--- src/rtl/header_encoder_if.sv ---
// header_encoder_if -- start handshake and serial-link bundle for header_encoder.
//
// Handshake: iSTART is the valid and oREADY is the ready. A header transfers
// on a rising clock edge where both are high. iHEADER only matters on that
// edge. iSTART while oREADY is low is dropped and never queued.
//
// Signals:
//   iSTART   host -> encoder  request to send
//   iHEADER  host -> encoder  header word, WL bits
//   oREADY   encoder -> host  encoder idle, will accept iSTART
//   oCSn     encoder -> pad   active-low frame select
//   oSCLK    encoder -> pad   serial clock, idle low
//   oMOSI    encoder -> pad   serial data, MSB first
//   oEN      encoder -> pad   one-cycle strobe at each oSCLK rising edge
//   oDONE    encoder -> host  one-cycle frame-complete pulse
//   oSTATE   encoder -> debug current FSM state (0 IDLE, 1 SHIFT, 2 TRAIL)
interface header_encoder_if #(
  parameter int WL = 6
);
  logic          iSTART;
  logic [WL-1:0] iHEADER;
  logic          oREADY;
  logic          oCSn;
  logic          oSCLK;
  logic          oMOSI;
  logic          oEN;
  logic          oDONE;
  logic [1:0]    oSTATE;

  modport master (
    output iSTART, iHEADER,
    input  oREADY, oCSn, oSCLK, oMOSI, oEN, oDONE, oSTATE
  );

  modport slave (
    input  iSTART, iHEADER,
    output oREADY, oCSn, oSCLK, oMOSI, oEN, oDONE, oSTATE
  );
endinterface

--- src/rtl/header_encoder.sv ---
// header_encoder -- transmit side of the header link.
//
// Latches a WL-bit header on the start handshake and shifts it out MSB first
// on oMOSI with an active-low select, a divided serial clock and a one-cycle
// sample strobe (oEN) at every oSCLK rising edge. Each bit lasts 2*DIV cycles
// (DIV low, DIV high); the frame ends with DIV trailing cycles before oCSn
// rises together with a one-cycle oDONE pulse.
//
// Parameters:
//   WL   header width in bits (>= 1)
//   DIV  half-period of oSCLK in iCLK cycles (>= 1)
//
// Ports:
//   iCLK   system clock, rising edge
//   iRSTn  asynchronous active-low reset
//   iCLR   synchronous clear, overrides everything including iSTART
//   hif    header_encoder_if.slave: iSTART/iHEADER in, serial outputs out
//
// Build option: define HEADER_PARITY_EN to append an odd-parity bit
// (~^header) after the header LSB, making the frame WL+1 bits long.
module header_encoder #(
  parameter int WL  = 6,
  parameter int DIV = 2
) (
  input  logic            iCLK,
  input  logic            iRSTn,
  input  logic            iCLR,
  header_encoder_if.slave hif
);

`ifdef HEADER_PARITY_EN
  localparam int NB = WL + 1;
`else
  localparam int NB = WL;
`endif

  // Divide counter spans a whole bit (0 .. 2*DIV-1); bit counter 0 .. NB-1.
  localparam int DW = $clog2(DIV) + 1;
  localparam int BW = $clog2(NB) + 1;

  localparam logic [DW-1:0] DIV_HI     = DW'(DIV);
  localparam logic [DW-1:0] DIV_LAST   = DW'(2 * DIV - 1);
  localparam logic [DW-1:0] TRAIL_LAST = DW'(DIV - 1);
  localparam logic [BW-1:0] BIT_LAST   = BW'(NB - 1);

  typedef enum logic [1:0] {
    IDLE  = 2'd0,
    SHIFT = 2'd1,
    TRAIL = 2'd2
  } state_e;

  state_e        state_q, state_d;
  logic [DW-1:0] div_q, div_d;
  logic [BW-1:0] bit_q, bit_d;
  logic [NB-1:0] sreg_q, sreg_d;
  logic          done_d;
  logic          ready_q, csn_q, sclk_q, mosi_q, en_q, done_q;
  logic [NB-1:0] load_val;

`ifdef HEADER_PARITY_EN
  assign load_val = {hif.iHEADER, ~^hif.iHEADER};
`else
  assign load_val = hif.iHEADER;
`endif

  always_comb begin
    state_d = state_q;
    div_d   = div_q;
    bit_d   = bit_q;
    sreg_d  = sreg_q;
    done_d  = 1'b0;
    if (iCLR) begin
      state_d = IDLE;
      div_d   = '0;
      bit_d   = '0;
      sreg_d  = '0;
    end else begin
      case (state_q)
        IDLE: begin
          if (hif.iSTART) begin
            state_d = SHIFT;
            div_d   = '0;
            bit_d   = '0;
            sreg_d  = load_val;
          end
        end
        SHIFT: begin
          if (div_q == DIV_LAST) begin
            div_d = '0;
            if (bit_q == BIT_LAST) begin
              // Last bit stays in the MSB so oMOSI holds it through TRAIL.
              state_d = TRAIL;
            end else begin
              bit_d  = bit_q + BW'(1);
              sreg_d = sreg_q << 1;
            end
          end else begin
            div_d = div_q + DW'(1);
          end
        end
        TRAIL: begin
          if (div_q == TRAIL_LAST) begin
            state_d = IDLE;
            div_d   = '0;
            bit_d   = '0;
            done_d  = 1'b1;
          end else begin
            div_d = div_q + DW'(1);
          end
        end
        default: state_d = IDLE;
      endcase
    end
  end

  // Outputs are registered from the next-state values so they line up with
  // the state they describe, without a combinational path to the pads.
  always_ff @(posedge iCLK or negedge iRSTn) begin
    if (!iRSTn) begin
      state_q <= IDLE;
      div_q   <= '0;
      bit_q   <= '0;
      sreg_q  <= '0;
      ready_q <= 1'b1;
      csn_q   <= 1'b1;
      sclk_q  <= 1'b0;
      mosi_q  <= 1'b0;
      en_q    <= 1'b0;
      done_q  <= 1'b0;
    end else begin
      state_q <= state_d;
      div_q   <= div_d;
      bit_q   <= bit_d;
      sreg_q  <= sreg_d;
      ready_q <= (state_d == IDLE);
      csn_q   <= (state_d == IDLE);
      sclk_q  <= (state_d == SHIFT) && (div_d >= DIV_HI);
      en_q    <= (state_d == SHIFT) && (div_d == DIV_HI);
      mosi_q  <= (state_d != IDLE) && sreg_d[NB-1];
      done_q  <= done_d;
    end
  end

  assign hif.oREADY = ready_q;
  assign hif.oCSn   = csn_q;
  assign hif.oSCLK  = sclk_q;
  assign hif.oMOSI  = mosi_q;
  assign hif.oEN    = en_q;
  assign hif.oDONE  = done_q;
  assign hif.oSTATE = state_q;

endmodule

--- src/flat_wrapper.sv ---
// flat-port wrapper written by rule: the top's interface ports become plain ports
module header_encoder_flat 
#(
  parameter int WL  = 6,
  parameter int DIV = 2
)
  (iCLK, iRSTn, iCLR, hif_iSTART, hif_iHEADER, hif_oREADY, hif_oCSn, hif_oSCLK, hif_oMOSI, hif_oEN, hif_oDONE, hif_oSTATE);
  header_encoder_if #(.WL(WL)) hif_i ();
  input  logic iCLK;
  input  logic iRSTn;
  input  logic iCLR;
  input wire logic [$bits(hif_i.iSTART)-1:0] hif_iSTART;
  input wire logic [$bits(hif_i.iHEADER)-1:0] hif_iHEADER;
  output wire logic [$bits(hif_i.oREADY)-1:0] hif_oREADY;
  output wire logic [$bits(hif_i.oCSn)-1:0] hif_oCSn;
  output wire logic [$bits(hif_i.oSCLK)-1:0] hif_oSCLK;
  output wire logic [$bits(hif_i.oMOSI)-1:0] hif_oMOSI;
  output wire logic [$bits(hif_i.oEN)-1:0] hif_oEN;
  output wire logic [$bits(hif_i.oDONE)-1:0] hif_oDONE;
  output wire logic [$bits(hif_i.oSTATE)-1:0] hif_oSTATE;
  assign hif_i.iSTART = hif_iSTART;
  assign hif_i.iHEADER = hif_iHEADER;
  assign hif_oREADY = hif_i.oREADY;
  assign hif_oCSn = hif_i.oCSn;
  assign hif_oSCLK = hif_i.oSCLK;
  assign hif_oMOSI = hif_i.oMOSI;
  assign hif_oEN = hif_i.oEN;
  assign hif_oDONE = hif_i.oDONE;
  assign hif_oSTATE = hif_i.oSTATE;
  header_encoder #(.WL(WL), .DIV(DIV)) u_core (.iCLK(iCLK), .iRSTn(iRSTn), .iCLR(iCLR), .hif(hif_i));
endmodule
--- config.mk ---
export PLATFORM = sky130hd
export DESIGN_NAME = header_encoder_flat
export DESIGN_NICKNAME = d
export VERILOG_FILES = /design/src/rtl/header_encoder_if.sv /design/src/rtl/header_encoder.sv /design/src/flat_wrapper.sv
export SDC_FILE = /design/constraint.sdc
export NUM_CORES = 1
export LEC_CHECK = 0
export CAP_MARGIN = 20
export CORE_MARGIN = 5
export CORE_UTILIZATION = 45
export CTS_CLUSTER_DIAMETER = 150
export CTS_CLUSTER_SIZE = 20
export DETAILED_ROUTE_END_ITERATION = 10
export PLACE_DENSITY = 0.71
export SKIP_CTS_REPAIR_TIMING = 1
export SLEW_MARGIN = 20
export SYNTH_ARGS = -nofsm -noshare
export SYNTH_HDL_FRONTEND = slang
export SYNTH_SLANG_ARGS = --single-unit
--- constraint.sdc ---
create_clock -name iCLK -period 2.6 [get_ports iCLK]
set_input_delay 0.52 -clock iCLK [delete_from_list [all_inputs] [get_ports iCLK]]
set_output_delay 0.52 -clock iCLK [all_outputs]
set_load 0.005 [all_outputs]
==> results.md, run 1 <==
- run status: complete, no violations
- Area contributors post-synth: sky130_fd_sc_hd__dfrtp_1 (40%), sky130_fd_sc_hd__ha_1 (5.6%), sky130_fd_sc_hd__a32oi_1 (3.1%)
- Setup WS pre-CTS: 0.564 ns
- cell area after synthesis: 1120 µm²
- width of the chip: 59.9 µm
- met2 global-route usage: 23.0%
- type of the worst min-delay path: reg2reg
- async set-or-reset flop fraction in the synthesized netlist: 100%
- post-CTS clock slew at the launch and capture registers of the worst setup and hold paths: 0.11 ns
- number of distinct standard cells referenced by the synthesized netlist: 41
- achievable clock frequency: 476 MHz
- RSZ-0062 raised after global routing: no
- top-level port count: 18
- slack of the worst reg-to-reg path: 0.73 ns
- Synth warnings: 0
- static leakage power: 0.533 nW
- number of CTS-inserted buffers: 3
- slew at the pin closest to its max-slew limit: 0.511 ns
- sequential cell area fraction in the yosys report: 42.6%
- top cells by count, synth: sky130_fd_sc_hd__dfrtp_1 (18), sky130_fd_sc_hd__inv_1 (7), sky130_fd_sc_hd__ha_1 (5), sky130_fd_sc_hd__nor2_1 (5)
- power per unit of standard cell area: 421 nW/µm²
- number of placement rows: 18
- DP HPWL: 1740 µm
- final setup TNS: 0 ns
- number of sinks handled by clock tree synthesis: 19
- wire length of the first global-routing pass: 4020 µm
- critical path buffer and inverter count: 1
- placer congestion estimate: 0.835
- EDFF count, synth: 0
- arrival time of data at the critical path endpoint: 1.58 ns
- Final Hold Vio Count: 0
- met1 routing resource usage after global routing: 20.6%
- TritonCTS clock tree: built
- largest net degree at the start of global routing: 20
- Worst path max stage delay: 0.68 ns
- number of instances in the placed design: 144
- synthesized area per cell: 11.0 µm²
- final count of pins violating max slew: 0
- Port Buf Inserts: 17
- number of remaining DRC errors: 0
- most utilized layer in the global route result: met2
- Via density: 5.93
- FF-to-FF path depth: 4
- terminus of the critical flop-to-flop path: u_core.hif.oMOSI
- clock insertion delay at the later pin of the skew report: 0.30 ns
- HP Start: u_core.sreg_q[4]
- Post-DRT Antenna Nets: 0
- WL per Instance: 16.0 µm
- most frequent cell after synthesis: sky130_fd_sc_hd__dfrtp_1
- beginning of the critical path: u_core.hif.oSTATE[0]
- share of post-route cells with drive strength above 1: 12.7%
- Die ar.: 3590 µm²
- Yosys top cell by area: sky130_fd_sc_hd__dfrtp_1
- number of levels in the clock H-tree: 1
- number of endpoints failing setup at the final stage: 0
- number of storage elements in the synthesis netlist: 19
- net count of the mapped netlist: 117
- sequence of cells on the critical path: clkdlybuf4s50_1
- worst vdd ir: 0.394 mV
- instance count along the most critical hold path: 1
- total number of vias: 878
- final cell count without fillers: 148
- CTS root buffer: sky130_fd_sc_hd__clkbuf_4
- antenna violations before repair: 0
- worst-case clock skew: 0.000619 ns
- top cell type's share of synthesized area: 40.2%
- most used flip-flop cell after synthesis: sky130_fd_sc_hd__dfrtp_1
- met3 demand-to-capacity share in global routing: 4.75%
- core region area: 2430 µm²
- endpoint type of the worst setup path: output pin
- Ant. Diodes: 0
- Period Utilization, post-route: 80.7%
- total congestion overflow: 0
- max_slew headroom: 65.9%
- max capacitance violation total: 0
- area growth from synthesis to layout: 17.9%
- Worst Path Required: 2.08 ns
- via count of the first global-routing pass: 884
- destination of the worst hold path: u_core.sreg_q[4]
- Post-Route Hold Slack: 0.506 ns
- wire length reported by the detailed router: 2370 µm
- shortest period the worst path allows: 2.10 ns
- instance count of the mapped netlist: 102
- global-route usage over all layers: 14.8%
- detailed router's first-iteration violation count: 29
- Setup WS post-layout: 0.501 ns
- Critical Path Fanout Max: 17
- Crit-path slowest cell: sky130_fd_sc_hd__dfrtp_1
- launching point of the worst reg2reg path: u_core.div_q[0]
- Total Power: 0.000556 W
- Critical Setup Path Class: reg2out
- die outline height: 59.9 µm
- initial cell density of the core: 46.0%
- crit-path leading delay family: flip-flops
- maximum clock insertion buffer count: 2
- Total Nets Final: 134
- type of element launching the critical path: flip-flop
- number of detailed-routing iterations run before antenna repair: 4
worst max-delay path by stage:
stage / end / slack (ns) / cells past startpoint
global placement: u_core.hif.oMOSI / 0.61 / 5
global route: hif_oSTATE[0] / 0.42 / 1
finish: hif_oSTATE[0] / 0.50 / 1
detailed placement: u_core.hif.oMOSI / 0.56 / 5
CTS: hif_oSTATE[0] / 0.50 / 1
floorplan: u_core.bit_q[1] / 0.93 / 6
metrics by stage:
stage | util, % | cell area [µm²]
finish | 54.3 | 1320
global route | 54.3 | 1320
CTS | 54.3 | 1320
detailed placement | 53.1 | 1290
global placement | 53.1 | 1290
floorplan | - | 1120
logic make-up after synthesis:
family / count (synthesis) / synth area share [%]
adder cells (fa/ha/maj): 5 / 5.59
multiplexers: 3 / 3.80
AND/OR/NAND/NOR: 31 / 18.2
flip-flops: 19 / 42.6
buffers and inverters: 15 / 7.49
AO/OA/AOI/OAI: 29 / 22.3
per-layer routing:
metal | routed length [µm] | vias to the layer above
li1 | - | 414
met1 | 1120 | 440
met2 | 1110 | 22
met3 | 131 | 2
met4 | 12 | 0
met5 | 0 | -
power by group:
| part | total (W) | switching [W] | internal [W] |
|---|---|---|---|
| Sequential | 0.000318 | 0.0000119 | 0.000306 |
| Clock | 0.000149 | 0.0000921 | 0.0000574 |
| Combinational | 0.0000888 | 0.0000404 | 0.0000484 |
flip-flops by register name, indices dropped and copies added, names as in the netlist:
| signal | cells |
|---|---|
| u_core.bit_q | 4 |
| u_core.div_q | 2 |
| u_core.hif.oDONE | 1 |
| u_core.hif.oEN | 1 |
| u_core.hif.oMOSI | 1 |
| u_core.hif.oREADY | 1 |
| u_core.hif.oSCLK | 1 |
| u_core.hif.oSTATE | 2 |
| u_core.sreg_q | 6 |
placed cells by master, fill, tap and decap left out, drive strengths merged, types with 2 or more instances in the layout:
master         instances
a32o                   2
and3b                  2
clkdlybuf4s50         17
o2bb2ai                4
nand3                  2
inv                    7
a21oi                  3
o2111ai                2
nor4b                  2
nand3b                 4
clkbuf                 3
a31oi                  2
dfrtp                 18
nor2                   5
a211oi                 3
a32oi                  4
nand2                  3
nor2b                  4
nor3b                  4
buf                    3
mux2i                  2
o211ai                 2
ha                     5
area by class of cell:
cell class / count / area [µm²]
fill: 230 / 1110
multi-input combinational: 68 / 559
sequential: 19 / 477
timing repair buffer: 20 / 193
tap: 30 / 37.5
inverter: 7 / 26.3
clock buffer: 3 / 22.5
clock inverter: 1 / 5.00
Note: power is estimated with default switching activity, not from simulation.
==> inputs of run 2 (changes only) <==
==> constraint.sdc (replaced) <==
create_clock -name iCLK -period 2.1 [get_ports iCLK]
set_input_delay 0.42 -clock iCLK [delete_from_list [all_inputs] [get_ports iCLK]]
set_output_delay 0.42 -clock iCLK [all_outputs]
set_load 0.005 [all_outputs]
==> run 2 against run 1 <==
First-iteration DRC count shrank 45%; via count shrank 0.46%; sequential share of layout area shrank 0.37 points; critical path type unchanged.
==> results.md, run 2 (same netlist as run 1, synthesis figures left out) <==
- crit-path leading delay family: flip-flops
- achievable clock frequency: 519 MHz
- arrival time of data at the critical path endpoint: 1.51 ns, -0.07 ns
- top-level port count: 18, unchanged
- final cell count without fillers: 150, +1.4%
- largest net degree at the start of global routing: 20, unchanged
- Final Hold Vio Count: 0, unchanged
- DP HPWL: 1710 µm, -1.9%
- Comb power frac: 16.6%, +0.6 points
- switching power share of the total: 26.1%, +0.12 points
- reported net switching power: 0.000182 W, +26%
- Largest regs: u_core.sreg_q: 6 flops, u_core.bit_q: 4 flops
- Worst Path Required: 1.68 ns, -0.40 ns
- Total Nets Final: 136, +1.5%
- Worst path max stage delay: 0.63 ns, -0.05 ns
- via count of the first global-routing pass: 899, +1.7%
- RSZ-0062 raised after global routing: no
- global-route usage over all layers: 14.7%, -0.050 points
- shortest period the worst path allows: 1.93 ns
- post-layout instance area: 1330 µm², +1.0%
- wire length of the first global-routing pass: 4060 µm, +1.0%
- width of the chip: 59.9 µm, unchanged
- fill cell count: 230, unchanged
- area growth from synthesis to layout: 19.1%
- number of sinks handled by clock tree synthesis: 19, unchanged
- number of remaining DRC errors: 0, unchanged
- Ant. Diodes: 0, unchanged
- max capacitance violation total: 0, unchanged
- proportion of power drawn by flip-flops and latches: 56.1%, -1.0 points
- number of endpoints failing setup at the final stage: 0, unchanged
- final count of pins violating max slew: 0, unchanged
- antenna violations before repair: 0, unchanged
- WL per Instance: 15.8 µm, -1.7%
- detailed router's first-iteration violation count: 16, -45%
- initial cell density of the core: 46.0%, unchanged
- power per unit of standard cell area: 522 nW/µm², +24%
- share of post-route cells with drive strength above 1: 13.3%, +0.62 points
- endpoint type of the worst setup path: output pin
- worst vdd ir: 0.349 mV, -11%
- terminus of the critical flop-to-flop path: u_core.bit_q[1]
- type of element launching the critical path: flip-flop
- total number of vias: 874, -0.46%
- CTS root buffer: sky130_fd_sc_hd__clkbuf_4
- slack of the worst reg-to-reg path: 0.27 ns, -0.46 ns
- critical path buffer and inverter count: 1, unchanged
- leading cell type in the layout, fill and taps excluded: sky130_fd_sc_hd__dfrtp_1
- Period Utilization, post-route: 91.8%
- Int Power: 0.000514 W, +25%
- Total Power: 0.000696 W, +25%
- wire length reported by the detailed router: 2360 µm, -0.42%
- relative contribution of the clock network to total power: 27.2%, +0.3 points
- commonest cells after routing, fill and taps aside: sky130_fd_sc_hd__dfrtp_1 (18), sky130_fd_sc_hd__clkdlybuf4s50_1 (17), sky130_fd_sc_hd__inv_1 (7)
- Critical Setup Path Class: reg2out
- total congestion overflow: 0, unchanged
- number of instances in the placed design: 146, +1.4%
- placer congestion estimate: 0.852, +2.0%
- clock insertion delay at the later pin of the skew report: 0.29 ns, about the same
- die outline height: 59.9 µm, unchanged
- number of detailed-routing iterations run before antenna repair: 4, unchanged
- sequence of cells on the critical path: clkdlybuf4s50_1
- slew at the pin closest to its max-slew limit: 0.436 ns, -0.0752 ns
- launching point of the worst reg2reg path: u_core.div_q[0]
- Die ar.: 3590 µm², unchanged
- max_slew headroom: 70.9%, +5.0 points
- worst-case clock skew: 0.00271 ns, +0.00209 ns
- Post-Route Hold Slack: 0.449 ns, -0.0572 ns
- core region area: 2430 µm², unchanged
- number of CTS-inserted buffers: 3, unchanged
- Critical Path Fanout Max: 15, -2
- Via density: 5.83, -1.8%
- number of levels in the clock H-tree: 1, unchanged
- FF-to-FF path depth: 4, unchanged
- max reg flops: 6, unchanged
- maximum clock insertion buffer count: 2, unchanged
- Area after DPL: 1310 µm², +1.2%
- Largest Register: u_core.sreg_q
- run status: complete, no violations
- TritonCTS clock tree: built
- Post-DRT Antenna Nets: 0, unchanged
- Crit-path slowest cell: sky130_fd_sc_hd__dfrtp_1
- number of placement rows: 18, unchanged
- static leakage power: 0.541 nW, +1.5%
- final setup TNS: 0 ns, unchanged
- post-CTS clock slew at the launch and capture registers of the worst setup and hold paths: 0.11 ns, about the same
- Port Buf Inserts: 17, unchanged
- type of the worst min-delay path: in2async
-- run 2: power groups by stage --
stage	Sequential, W	Clock (W)	Combinational, W
final	0.000391	0.000190	0.000116
after global routing	0.000393	0.000212	0.000127
after CTS	0.000390	0.000196	0.000117
after detailed placement	0.000398	0	0.000117
after global placement	0.000397	0	0.000115
after floorplan	0.000393	0	0.0000677
-- run 2: metal layers --
layer  vias to the layer above  GRT usage (%)  wire, µm
li1                        422              -         -
met1                       430           19.9      1130
met2                        20           24.5      1120
met3                         2           2.16        98
met4                         0           3.80        13
met5                         -              0         0
-- run 2: final cells by class --
cell class | instances | area, µm² | area share (%)
clock buffers | 4 | 26.3 | 1.97
flip-flops and latches | 19 | 477 | 35.7
inverters | 7 | 26.3 | 1.97
repair buffers | 22 | 208 | 15.6
well taps | 30 | 37.5 | 2.81
multi-input cells | 68 | 559 | 41.9
-- run 2: how the worst max path moves through the flow --
| stage | start | end | slack [ns] | depth (start not counted) |
|---|---|---|---|---|
| after floorplan | u_core.div_q[0] | u_core.bit_q[1] | 0.43 | 6 |
| after global placement | hif_iSTART | u_core.hif.oMOSI | 0.22 | 5 |
| after detailed placement | hif_iSTART | u_core.bit_q[1] | 0.17 | 5 |
| after CTS | u_core.hif.oSTATE[1] | hif_oSTATE[1] | 0.18 | 1 |
| after global routing | u_core.hif.oSTATE[1] | hif_oSTATE[1] | 0.09 | 1 |
| final | u_core.hif.oSTATE[1] | hif_oSTATE[1] | 0.17 | 1 |
-- run 2: through the flow --
| stage | setup WS (ns) | utilization, % |
|---|---|---|
| 3_3_place_gp | 0.223 | 53.8 |
| 5_1_grt | 0.0908 | 54.8 |
| 3_5_place_dp | 0.172 | 53.8 |
| 2_1_floorplan | 0.428 | - |
| 4_1_cts | 0.178 | 54.8 |
| 6_report | 0.173 | 54.8 |
